`config.mk`:
```
export PLATFORM = sky130hd
export DESIGN_NAME = alu_share_arbiter
export DESIGN_NICKNAME = d
export VERILOG_FILES = /design/src/rtl/alu_share_arbiter.sv
export SDC_FILE = /design/constraint.sdc
export NUM_CORES = 1
export LEC_CHECK = 0
export ABC_AREA = 1
export ABC_CLOCK_PERIOD_IN_PS = 3530
export CORE_AREA = 3 3 108 110
export CTS_CLUSTER_DIAMETER = 50
export DETAILED_ROUTE_END_ITERATION = 6
export DIE_AREA = 0 0 111 113
export GPL_TIMING_DRIVEN = 0
export PLACE_DENSITY = 0.66
export SETUP_SLACK_MARGIN = 0.1
export SYNTH_ARGS = -nofsm -noshare
export SYNTH_HDL_FRONTEND = slang
export SYNTH_SLANG_ARGS = --single-unit
```
`constraint.sdc`:
```
create_clock -name clk -period 3.53 [get_ports clk]
set_input_delay 0.5295 -clock clk [delete_from_list [all_inputs] [get_ports clk]]
set_output_delay 0.5295 -clock clk [all_outputs]
set_load 0.005 [all_outputs]
```
`src/rtl/alu_share_arbiter.sv`:
```
// Round-robin share of one combinational ALU between two requesters,
// with a one-entry tagged response buffer on the result side.
module alu_share_arbiter #(
  parameter int DATA_WIDTH = 32,
  parameter int CTRL_WIDTH = 4
) (
  input  logic                  clk,
  input  logic                  rst_n,
  input  logic                  req0_valid,
  output logic                  req0_ready,
  input  logic [DATA_WIDTH-1:0] req0_a,
  input  logic [DATA_WIDTH-1:0] req0_b,
  input  logic [CTRL_WIDTH-1:0] req0_ctrl,
  input  logic                  req1_valid,
  output logic                  req1_ready,
  input  logic [DATA_WIDTH-1:0] req1_a,
  input  logic [DATA_WIDTH-1:0] req1_b,
  input  logic [CTRL_WIDTH-1:0] req1_ctrl,
  output logic [DATA_WIDTH-1:0] alu_bus_A,
  output logic [DATA_WIDTH-1:0] alu_bus_B,
  output logic [CTRL_WIDTH-1:0] alu_ctrl,
  input  logic [DATA_WIDTH-1:0] alu_bus_out,
  output logic                  rsp_valid,
  input  logic                  rsp_ready,
  output logic                  rsp_id,
  output logic [DATA_WIDTH-1:0] rsp_data,
  output logic                  rsp_err
);

  typedef enum logic {
    EMPTY = 1'b0,
    FULL  = 1'b1
  } state_t;

  localparam logic [CTRL_WIDTH-1:0] OP_ADD  = CTRL_WIDTH'(4'b0000);
  localparam logic [CTRL_WIDTH-1:0] OP_SUB  = CTRL_WIDTH'(4'b0001);
  localparam logic [CTRL_WIDTH-1:0] OP_SLL  = CTRL_WIDTH'(4'b0010);
  localparam logic [CTRL_WIDTH-1:0] OP_SLT  = CTRL_WIDTH'(4'b0100);
  localparam logic [CTRL_WIDTH-1:0] OP_SLTU = CTRL_WIDTH'(4'b0110);
  localparam logic [CTRL_WIDTH-1:0] OP_XOR  = CTRL_WIDTH'(4'b1000);
  localparam logic [CTRL_WIDTH-1:0] OP_SRL  = CTRL_WIDTH'(4'b1010);
  localparam logic [CTRL_WIDTH-1:0] OP_SRA  = CTRL_WIDTH'(4'b1011);
  localparam logic [CTRL_WIDTH-1:0] OP_AND  = CTRL_WIDTH'(4'b1100);
  localparam logic [CTRL_WIDTH-1:0] OP_OR   = CTRL_WIDTH'(4'b1110);

  state_t                state_q;
  state_t                state_d;
  logic                  last_grant_q;
  logic                  grant0;
  logic                  grant1;
  logic                  can_accept;
  logic                  accept;
  logic                  illegal;
  logic [DATA_WIDTH-1:0] data_q;
  logic                  id_q;
  logic                  err_q;

  // Contest goes to whoever did not win last; a lone requester always wins.
  assign grant0 = req0_valid & (~req1_valid | last_grant_q);
  assign grant1 = req1_valid & (~req0_valid | ~last_grant_q);

  assign can_accept = (state_q == EMPTY) | rsp_ready;
  assign accept     = can_accept & (grant0 | grant1);

  always_comb begin
    alu_bus_A = '0;
    alu_bus_B = '0;
    alu_ctrl  = '0;
    unique case (1'b1)
      grant0: begin
        alu_bus_A = req0_a;
        alu_bus_B = req0_b;
        alu_ctrl  = req0_ctrl;
      end
      grant1: begin
        alu_bus_A = req1_a;
        alu_bus_B = req1_b;
        alu_ctrl  = req1_ctrl;
      end
      default: begin
        alu_bus_A = '0;
        alu_bus_B = '0;
        alu_ctrl  = '0;
      end
    endcase
  end

  always_comb begin
    illegal = 1'b1;
    unique case (alu_ctrl)
      OP_ADD, OP_SUB, OP_SLL,
      OP_SLT, OP_SLTU, OP_XOR,
      OP_SRL, OP_SRA, OP_AND,
      OP_OR:   illegal = 1'b0;
      default: illegal = 1'b1;
    endcase
  end

  always_ff @(posedge clk or negedge rst_n) begin
    if (!rst_n) begin
      state_q <= EMPTY;
    end else begin
      state_q <= state_d;
    end
  end

  // Drain and refill on the same edge keeps the buffer FULL.
  always_comb begin
    state_d = state_q;
    unique case (state_q)
      EMPTY: begin
        if (accept) state_d = FULL;
      end
      FULL: begin
        if (accept)         state_d = FULL;
        else if (rsp_ready) state_d = EMPTY;
      end
      default: state_d = EMPTY;
    endcase
  end

  always_comb begin
    rsp_valid  = (state_q == FULL);
    req0_ready = can_accept & grant0;
    req1_ready = can_accept & grant1;
  end

  always_ff @(posedge clk or negedge rst_n) begin
    if (!rst_n) begin
      data_q       <= '0;
      id_q         <= 1'b0;
      err_q        <= 1'b0;
      last_grant_q <= 1'b1;
    end else if (accept) begin
      data_q       <= alu_bus_out;
      id_q         <= grant1;
      err_q        <= illegal;
      last_grant_q <= grant1;
    end
  end

  assign rsp_data = data_q;
  assign rsp_id   = id_q;
  assign rsp_err  = err_q;

endmodule

```
==> results of run 1 <==
-- cells by family (layout without fill, tap and decap cells) --
| group | after synthesis | after routing | synth area share (%) |
|---|---|---|---|
| compound gates | 66 | 66 | 25.7 |
| simple gates | 126 | 126 | 22.1 |
| flops | 36 | 36 | 40.5 |
| buf+inv | 32 | 317 | 11.7 |
-- routing by layer --
metal / vias up / global-route usage [%] / wire length (µm)
met2: 148 / 33.9 / 6260
met4: 0 / 3.37 / 131
met5: - / 0 / 0
met1: 1341 / 19.4 / 4360
met3: 9 / 4.39 / 831
li1: 1458 / - / -
-- stage by stage --
stage                     power, mW  setup WS [ns]  instance area [µm²]  cells  utilization [%]
after CTS                      2.14          0.636                 5280    685             48.9
after floorplan                1.00           1.83                 2230    260                -
after global placement         1.75          0.650                 5170    677             47.9
final                          2.10          0.644                 5280    685             48.9
after global routing           2.25          0.562                 5280    685             48.9
after detailed placement       1.77          0.643                 5170    677             47.9
-- how the worst min path moves through the flow --
stage                                       start                  endpoint  cells past startpoint
final                                       rst_n   rsp_data[6]$_DFFE_PN0P_                      1
after global routing                        rst_n   rsp_data[6]$_DFFE_PN0P_                      1
after CTS                                   rst_n  rsp_data[11]$_DFFE_PN0P_                      1
after detailed placement      rsp_err$_DFFE_PN0P_       rsp_err$_DFFE_PN0P_                      2
after global placement    rsp_data[4]$_DFFE_PN0P_   rsp_data[4]$_DFFE_PN0P_                      2
after floorplan                             rst_n   rsp_data[0]$_DFFE_PN0P_                      0
-- cell type report --
| class | count | area, µm² |
|---|---|---|
| clock buffer | 6 | 72.6 |
| sequential | 36 | 902 |
| inverter | 12 | 47.5 |
| buffer | 20 | 214 |
| tap | 140 | 175 |
| clock inverter | 2 | 35.0 |
| multi-input combinational | 192 | 1060 |
| timing repair buffer | 277 | 2770 |
| fill | 1051 | 5520 |
-- critical path, stage by stage --
cell and delay (ns):
clkdlybuf4s50_1 0.54, nand2_2 0.10, nand2_1 0.14, buf_6 0.18, buf_6 0.16, a22o_1 0.15, clkdlybuf4s50_1 0.55
-- registers in the layout, indices dropped and copies added (netlist names) --
| name | cells |
|---|---|
| rsp_id | 1 |
| rsp_valid | 1 |
| rsp_err | 1 |
| rsp_data | 32 |
| last_grant_q | 1 |
-- cells in the final DEF, fill, tap and decap left out, types with 2 or more instances in the layout --
cell type / Yosys / layout
a22o_1: 64 / 64
nand3_1: 5 / 5
nand2_1: 114 / 114
buf_6: 17 / 17
nor2_1: 4 / 4
clkdlybuf4s50_1: 0 / 276
nand2_2: 2 / 2
inv_1: 10 / 10
clkbuf_8: 0 / 5
dfrtp_1: 35 / 35
buf_4: 3 / 3
-- report_power, final --
part           total, mW  internal (mW)  leakage (nW)  switching, mW
sequential         0.588          0.526         0.438         0.0626
combinational       1.16          0.746          1.86          0.414
clock              0.353          0.210        0.0552          0.143
==> summary.txt, run 1 <==
Critical path
  – Worst setup SP type: input pin
  – Critical Path Sink: alu_bus_B[30]
  – Crit-path max FO: 10
  – R2R setup slack: 2.13 ns
  – R2R depth: 8
  – Critical Path Sink Type: primary output
  – CP Data Arrival Time: roughly 2.4 ns
  – Reg2reg end: rsp_data[11]$_DFFE_PN0P_
  – Critical path origin: req0_valid
  – WP data required: roughly 3.0 ns
  – R2r startpoint: last_grant_q$_DFFE_PN1P_
  – CP Class: in2out

Floorplan
  – Num ports: ~280
  – Std cell rows: 38
  – Core ar.: roughly 11000 µm²
  – Die X-Extent: approximately 110 µm
  – Die ar.: 12500 µm²
  – Initial Util: 20.6%
  – Die Y: 113 µm

Logic synthesis
  – Top FF cell, synth: dfrtp_1
  – Top cells by count, synth: nand2_1, a22o_1, dfrtp_1
  – Synth Warn #: 0
  – Mapped Nets: ~430
  – Post-synthesis sequential area ratio: between 40% and 50%
  – Yosys cell types: 15
  – Avg Cell Area, Syn: approximately 8.6 µm²
  – Synth area leaders: dfrtp_1, a22o_1, nand2_1
  – Syn Std Cell Area: ~2200 µm²
  – Post-synth EDFFs: 0
  – Asr flop ratio synth: between 90% and 100%
  – Synth top area share: 39.3%
  – Cell with the most instances after synthesis: nand2_1
  – Yosys top cell by area: dfrtp_1
  – Post-Synthesis Cells: 260
  – Flops & latches, synth: 36

Clock network
  – CTS tree: built
  – Clock slew at reported path FFs: around 0.07 ns
  – Htree depth: 2
  – Resize count post-CTS: 0
  – CTS sink cnt: 36
  – Post CTS Setup Buffer Count: 0
  – Hold buffers post-CTS: 0
  – Clk_lat worst skew: ~0.28 ns
  – Clock buffer count from CTS: 5
  – Root Driver: clkbuf_8
  – Clock Tree Buf Depth: 2

Global route
  – Overall Global Routing Usage: around 18%
  – Initial antenna violation count: 0
  – Vias in the first global route: a little over 3k
  – First-pass GRT wire length: roughly 18 mm
  – Grt total ovfl: 0
  – Pin count of the biggest net entering global routing: 37

Final layout
  – Share of cells above drive strength 1: under 10%
  – Antenna diode instance count: 0
  – Area grow syn2layout: 137%
  – Fin nets: just over 700

STA
  – Slew @ Worst Pin: around 0.8 ns
  – Final setup fails: 0
  – Slew margin rel.: 45.5%
  – Pins Over Slew Limit: 0
  – Fin Setup TNS: 0 ns
  – RSZ-0062 raised after global routing: no
  – Min Hold Slack: around 0.34 ns
  – Final worst-path cycle share: about four fifths
  – Fin crit period: 2.89 ns
  – Clock Skews: 0.00637 ns
  – Hold Violations, Final: 0
  – Max Fclk: 346 MHz

Placed design
  – Routability cong.: between 0.9 and 1
  – Placed wire-length estimate: about 10 mm
  – Port bufs: 277

Detailed routing
  – Pre-antenna DRT Iters: 4
  – DR WL/cell: between 15 and 20 µm
  – Final WL: 11.6 mm
  – Vias per Instance: roughly 4.3
  – DR DRC count: 0
  – Via count: between 2k and 3k
  – Antenna Violating Nets Remaining: 0
  – 1st-iter DRT viols: between 100 and 150

Power and ir drop
  – Maximum VDD drop: 0.292 mV
  – Leak Pwr: between 2 and 2.5 nW
  – Pwr Density: around 400 nW/µm²

Hold path
  – Hold WC Path Type: in2async

Run
  – Max-cap violation count: 0

Outcome
  – Outcome: finished, final reports clean
(Power assumes the default switching activity.)
==> run 2, diff against run 1 <==
--- a/config.mk
+++ b/config.mk
@@ -6,13 +6,13 @@
 export NUM_CORES = 1
 export LEC_CHECK = 0
 export ABC_AREA = 1
-export ABC_CLOCK_PERIOD_IN_PS = 3530
-export CORE_AREA = 3 3 108 110
+export ABC_CLOCK_PERIOD_IN_PS = 2470
+export CORE_AREA = 3 3 107 109
 export CTS_CLUSTER_DIAMETER = 50
 export DETAILED_ROUTE_END_ITERATION = 6
-export DIE_AREA = 0 0 111 113
+export DIE_AREA = 0 0 110 112
 export GPL_TIMING_DRIVEN = 0
-export PLACE_DENSITY = 0.66
+export PLACE_DENSITY = 0.7
 export SETUP_SLACK_MARGIN = 0.1
 export SYNTH_ARGS = -nofsm -noshare
 export SYNTH_HDL_FRONTEND = slang
==> constraint.sdc (replaced) <==
create_clock -name clk -period 2.47 [get_ports clk]
set_input_delay 0.3705 -clock clk [delete_from_list [all_inputs] [get_ports clk]]
set_output_delay 0.3705 -clock clk [all_outputs]
set_load 0.005 [all_outputs]
==> summary.txt, run 2 (synthesis results as in run 1) <==
Critical path
  – Crit-path max FO: 5 (-5)
  – CP Data Arrival Time: 1.92 ns (-0.44 ns)
  – Critical Path Sink Type: primary output
  – Worst setup SP type: input pin
  – CP Class: in2out
  – WP data required: 2.10 ns (-0.90 ns)

STA
  – Final setup fails: 0 (unchanged)
  – RSZ-0062 raised after global routing: no
  – Setup slack after layout: 0.182 ns (-0.461 ns)
  – Slew margin rel.: 46.5% (+1.1 points)
  – Clock Skews: 0.00511 ns (-0.00127 ns)
  – Final worst-path cycle share: just over 90%
  – Slew @ Worst Pin: 0.802 ns (-0.0164 ns)
  – Fin crit period: 2.29 ns
  – Hold Violations, Final: 0 (unchanged)
  – Pins Over Slew Limit: 0 (unchanged)
  – Max Fclk: around 440 MHz

Detailed routing
  – 1st-iter DRT viols: 156 (+37%)
  – Final WL: 12.0 mm (+3.5%)
  – Pre-antenna DRT Iters: 4 (unchanged)
  – Top layer in use: met5
  – Antenna Violating Nets Remaining: 0 (unchanged)
  – Wire length on met3: 1.34 mm (+61%)
  – DR WL/cell: 17.4 µm (+2.9%)
  – Vias per Instance: 4.36 (+0.93%)
  – Via count: 3001 (+1.5%)
  – DR DRC count: 0 (unchanged)
  – DRT met1 WL: 4.32 mm (-0.80%)
  – Met2 wire length: 6.13 mm (-2.2%)

Final layout
  – Commonest non-fill, non-tap cell in the layout: clkdlybuf4s50_1
  – Reg area: 902 µm² (unchanged)
  – Most frequent cells in the layout: clkdlybuf4s50_1, nand2_1, a22o_1, dlygate4sd2_1, dfrtp_1
  – Final core occ: 49.7% (+0.77 points)
  – Area of the multi-input gates: 1080 µm² (+1.6%)
  – Fillers: 1027 (-2.3%)
  – Final instance area: 5310 µm² (+0.69%)
  – Max reg flops: 32 (unchanged)
  – Share of cells above drive strength 1: 6.93% (+0.70 points)
  – Final Instance Count excl. Fillers: 689 (+0.58%)
  – Fin nets: 720 (+0.42%)
  – Area grow syn2layout: 139%

Global route
  – Overall Global Routing Usage: 18.0% (+0.48 points)
  – Pin count of the biggest net entering global routing: 37 (unchanged)
  – First-pass GRT wire length: 17.1 mm (-2.8%)
  – Vias in the first global route: 3067 (-0.78%)
  – Grt total ovfl: 0 (unchanged)
  – Initial antenna violation count: 3 (+3)

Floorplan
  – Die ar.: 12300 µm² (-1.8%)
  – Initial Util: 20.8% (+0.18 points)
  – Num ports: 278 (unchanged)
  – Std cell rows: 38 (unchanged)
  – Core ar.: 10700 µm² (-0.88%)
  – Die X-Extent: 110 µm (-0.90%)
  – Die Y: 112 µm (-0.88%)

Clock network
  – Hold buffers post-CTS: 0 (unchanged)
  – Clk_lat worst skew: 0.28 ns (about the same)
  – Clock slew at reported path FFs: 0.07 ns (about the same)
  – Root Driver: clkbuf_8
  – CTS tree: built
  – Clock Tree Buf Depth: 2 (unchanged)
  – Htree depth: 2 (unchanged)
  – CTS sink cnt: 36 (unchanged)
  – Clock buffer count from CTS: 5 (unchanged)

Power and ir drop
  – Power Total: 2.88 mW (+37%)
  – Clock Power Share: 15.2% (-1.6 points)
  – Combinational power share: 55.4% (+0.2 points)
  – Sw power: 902 µW (+45%)
  – Leak Pwr: 2.71 nW (+15%)
  – Int Pwr: 1.97 mW (+33%)
  – Maximum VDD drop: 0.394 mV (+35%)
  – Sw frac: 31.4% (+1.9 points)
  – Flop pwr share: 29.4% (+1.4 points)
  – Pwr Density: 541 nW/µm² (+36%)

Placed design
  – Placed wire-length estimate: 10.2 mm (+2.2%)
  – DP Area: 5170 µm² (unchanged)
  – Placed cell count: 677 (unchanged)
  – Port bufs: 277 (unchanged)
  – Routability cong.: 0.820 (-9.7%)
  – Post-Place Setup Slack: -0.0786 ns (-0.721 ns)

Outcome
  – Outcome: finished, final reports clean

Hold path
  – Hold WC Path Type: in2async

Run
  – Max-cap violation count: 0 (unchanged)
[run 2: changes by cell type in the layout (fill, tap and decap cells not counted), moves of 2 or more]
cell	before	now
buf_4	3	6
dlygate4sd2_1	0	41
clkdlybuf4s50_1	276	213
nand2_4	1	4
nand2_2	2	0
dlymetal6s2s_1	0	22
[run 2: path summary, 6_finish.rpt]
| kind | from | end | slack (ns) | cells past startpoint |
|---|---|---|---|---|
| min reg2reg | rsp_data[26]$_DFFE_PN0P_ | rsp_data[26]$_DFFE_PN0P_ | 0.48 | 2 |
| max in group asynchronous | rst_n | rsp_err$_DFFE_PN0P_ | 1.79 | 1 |
| max | req1_valid | alu_bus_B[31] | 0.18 | 8 |
| min in group clk | rsp_data[26]$_DFFE_PN0P_ | rsp_data[26]$_DFFE_PN0P_ | 0.48 | 2 |
| max reg2reg | last_grant_q$_DFFE_PN1P_ | rsp_data[11]$_DFFE_PN0P_ | 0.97 | 9 |
| min | rst_n | rsp_data[16]$_DFFE_PN0P_ | 0.17 | 1 |
[run 2: cell type report]
class                           count  area share [%]
Antenna cell                        1          0.0471
Buffer                             20            4.10
Clock buffer                        7            1.62
Clock inverter                      1           0.141
Inverter                           12           0.895
Multi-Input combinational cell    192            20.3
Sequential cell                    36            17.0
Tap cell                          140            3.30
Timing Repair Buffer              280            52.6
[run 2: metal layers]
layer,up-vias,global-route usage [%]
met1,1351,19.9
li1,1463,-
met2,165,32.3
met5,-,0
met3,18,6.38
met4,4,4.57
[run 2: power groups by stage]
stage / Combinational [mW] / Sequential [mW] / Clock, mW
3_3_place_gp: 1.66 / 0.843 / 0
4_1_cts: 1.63 / 0.847 / 0.453
2_1_floorplan: 0.577 / 0.856 / 0
5_1_grt: 1.73 / 0.865 / 0.485
3_5_place_dp: 1.67 / 0.852 / 0
6_report: 1.59 / 0.845 / 0.438
[run 2: worst max-delay path, cell delays in order]
cell and delay [ns]:
dlygate4sd2_1 0.34, inv_1 0.07, nand2_1 0.11, nand2_4 0.08
buf_4 0.16, buf_4 0.13, a22o_1 0.19, clkdlybuf4s50_1 0.46
[run 2: timing repair]
item	CTS	global route
gates resized for setup	46	23
setup endpoints to repair	61	22
gates cloned	1	0
buffers inserted	1	1
[run 2: metrics by stage]
stage	hold WS (ns)	TNS (ns)
detailed placement	0.465	-1.43
global placement	0.459	-1.00
floorplan	0.0749	0
finish	0.168	0
CTS	0.189	0
global route	0.214	0
==> run 3, diff against run 2 <==
--- a/config.mk
+++ b/config.mk
@@ -13,7 +13,7 @@
 export DIE_AREA = 0 0 110 112
 export GPL_TIMING_DRIVEN = 0
 export PLACE_DENSITY = 0.7
-export SETUP_SLACK_MARGIN = 0.1
+export SETUP_SLACK_MARGIN = 0.05
 export SYNTH_ARGS = -nofsm -noshare
 export SYNTH_HDL_FRONTEND = slang
 export SYNTH_SLANG_ARGS = --single-unit
==> summary.txt, run 3 (synthesis results as in run 1) <==
Outcome
  – Outcome: finished, final reports clean

Power and ir drop
  – Flop pwr share: 29.0% (-0.4 points)
  – Clock Power Share: 15.0% (-0.2 points)
  – Leak Pwr: 2.83 nW (+4.5%)
  – Sw frac: 30.9% (-0.47 points)
  – Sw power: 900 µW (-0.23%)
  – Pwr Density: 541 nW/µm² (about the same)
  – Int Pwr: 2.01 mW (+2.0%)
  – Maximum VDD drop: 0.394 mV (about the same)
  – Combinational power share: 56.0% (+0.6 points)

STA
  – Clock Skews: 0.00511 ns (+0.00000549 ns)
  – Max Fclk: 429 MHz (-2.0%)
  – Hold Violations, Final: 0 (unchanged)
  – Pins Over Slew Limit: 0 (unchanged)
  – Final worst-path cycle share: 94.5% (+1.9 points)
  – RSZ-0062 raised after global routing: no
  – Fin crit period: 2.33 ns (+0.0462 ns)
  – Final setup fails: 0 (unchanged)
  – Slew margin rel.: 46.5% (about the same)
  – Slew @ Worst Pin: 0.802 ns (+0.000159 ns)

Final layout
  – Final instance area: 5390 µm² (+1.4%)
  – Antenna diode instance count: 0 (-1)
  – Fin nets: 720 (unchanged)
  – Area grow syn2layout: 142%
  – Commonest non-fill, non-tap cell in the layout: clkdlybuf4s50_1
  – Final Instance Count excl. Fillers: 688 (-0.15%)
  – Max reg flops: 32 (unchanged)
  – Share of cells above drive strength 1: 6.93% (unchanged)
  – Most frequent cells in the layout: clkdlybuf4s50_1, nand2_1, a22o_1, dlymetal6s2s_1, dfrtp_1

Global route
  – Vias in the first global route: 3062 (-0.16%)
  – Pin count of the biggest net entering global routing: 37 (unchanged)
  – Overall Global Routing Usage: 18.0% (unchanged)
  – Grt total ovfl: 0 (unchanged)
  – First-pass GRT wire length: 17.1 mm (about the same)
  – Initial antenna violation count: 2 (-1)

Critical path
  – Critical Path Sink Type: primary output
  – Crit-path max FO: 10 (+5)
  – Worst setup SP type: register
  – Reg2reg end: rsp_data[11]$_DFFE_PN0P_
  – WP data required: 2.10 ns (about the same)
  – R2r startpoint: last_grant_q$_DFFE_PN1P_
  – R2R depth: 9 (unchanged)
  – CP Class: reg2out
  – CP Data Arrival Time: 1.96 ns (+0.04 ns)
  – R2R setup slack: 0.97 ns (about the same)

Detailed routing
  – Antenna Violating Nets Remaining: 0 (unchanged)
  – Final WL: 11.9 mm (-0.34%)
  – DR WL/cell: 17.4 µm (-0.20%)
  – Via count: 2994 (-0.23%)
  – Pre-antenna DRT Iters: 4 (unchanged)
  – DR DRC count: 0 (unchanged)
  – 1st-iter DRT viols: 138 (-12%)
  – Vias per Instance: 4.35 (about the same)

Clock network
  – Root Driver: clkbuf_8
  – Htree depth: 2 (unchanged)
  – CTS tree: built
  – CTS sink cnt: 36 (unchanged)
  – Hold buffers post-CTS: 0 (unchanged)
  – Clock buffer count from CTS: 5 (unchanged)
  – Clock Tree Buf Depth: 2 (unchanged)
  – Clock slew at reported path FFs: 0.07 ns (about the same)
  – Clk_lat worst skew: 0.28 ns (about the same)

Placed design
  – DP Area: 5170 µm² (unchanged)
  – Routability cong.: 0.820 (unchanged)
  – Placed cell count: 677 (unchanged)
  – Placed wire-length estimate: 10.2 mm (unchanged)
  – Port bufs: 277 (unchanged)

Floorplan
  – Std cell rows: 38 (unchanged)
  – Die X-Extent: 110 µm (unchanged)
  – Num ports: 278 (unchanged)
  – Die Y: 112 µm (unchanged)
  – Initial Util: 20.8% (unchanged)
  – Core ar.: 10700 µm² (unchanged)
  – Die ar.: 12300 µm² (unchanged)

Hold path
  – Hold WC Path Type: in2async

Run
  – Max-cap violation count: 0 (unchanged)
-- run 3: cell type report --
cell class / instances / area [µm²]
Fill cell: 1006 / 5310
Timing Repair Buffer: 280 / 2870
Multi-Input combinational cell: 192 / 1080
Sequential cell: 36 / 902
Buffer: 20 / 218
Tap cell: 140 / 175
Clock buffer: 7 / 86.3
Inverter: 12 / 47.5
Clock inverter: 1 / 7.51
-- run 3: per-stage QoR --
stage	worst slack [ns]	hold slack [ns]	utilization, %	TNS [ns]	power (mW)
floorplan	0.936	0.0749	-	0	1.43
global placement	-0.0741	0.459	48.4	-1.00	2.50
detailed placement	-0.0786	0.465	48.3	-1.43	2.53
CTS	0.0506	0.189	49.2	0	2.97
global route	0.0511	0.214	50.4	0	3.12
finish	0.136	0.168	50.4	0	2.91
-- run 3: worst max-delay path by stage --
| stage | start | to | cells past startpoint |
|---|---|---|---|
| floorplan | last_grant_q$_DFFE_PN1P_ | alu_bus_A[0] | 6 |
| global placement | req0_valid | alu_bus_B[29] | 7 |
| detailed placement | req0_valid | alu_bus_B[29] | 7 |
| CTS | last_grant_q$_DFFE_PN1P_ | alu_bus_B[10] | 6 |
| global route | last_grant_q$_DFFE_PN1P_ | alu_bus_A[29] | 7 |
| finish | last_grant_q$_DFFE_PN1P_ | alu_bus_B[3] | 7 |
-- run 3: what timing repair did --
| action | in CTS | in global routing |
|---|---|---|
| cloned | 1 | 0 |
| buffers inserted | 1 | 1 |
| resized for setup | 13 | 43 |
| endpoints found under the setup margin | 60 | 52 |
-- run 3: critical path, cell delays in order (launching register included) --
cell and delay [ns]:
dfstp_2 0.56, nand2_4 0.08, nand2_4 0.07, inv_2 0.04
buf_6 0.14, buf_6 0.14, a22o_1 0.20, clkdlybuf4s50_1 0.44
-- run 3: power by group through the flow --
| stage | Clock, mW | Sequential [mW] | Combinational [mW] |
|---|---|---|---|
| global placement | 0 | 0.843 | 1.66 |
| CTS | 0.453 | 0.845 | 1.67 |
| detailed placement | 0 | 0.852 | 1.67 |
| floorplan | 0 | 0.856 | 0.577 |
| finish | 0.438 | 0.845 | 1.63 |
| global route | 0.485 | 0.865 | 1.77 |
-- run 3: layer usage --
| metal | track usage (%) | vias up | share of wire (%) |
|---|---|---|---|
| met1 | 19.9 | 1347 | 36 |
| li1 | - | 1462 | - |
| met5 | 0 | - | 0.19 |
| met3 | 6.38 | 18 | 11 |
| met4 | 3.91 | 4 | 1.5 |
| met2 | 32.6 | 163 | 51 |
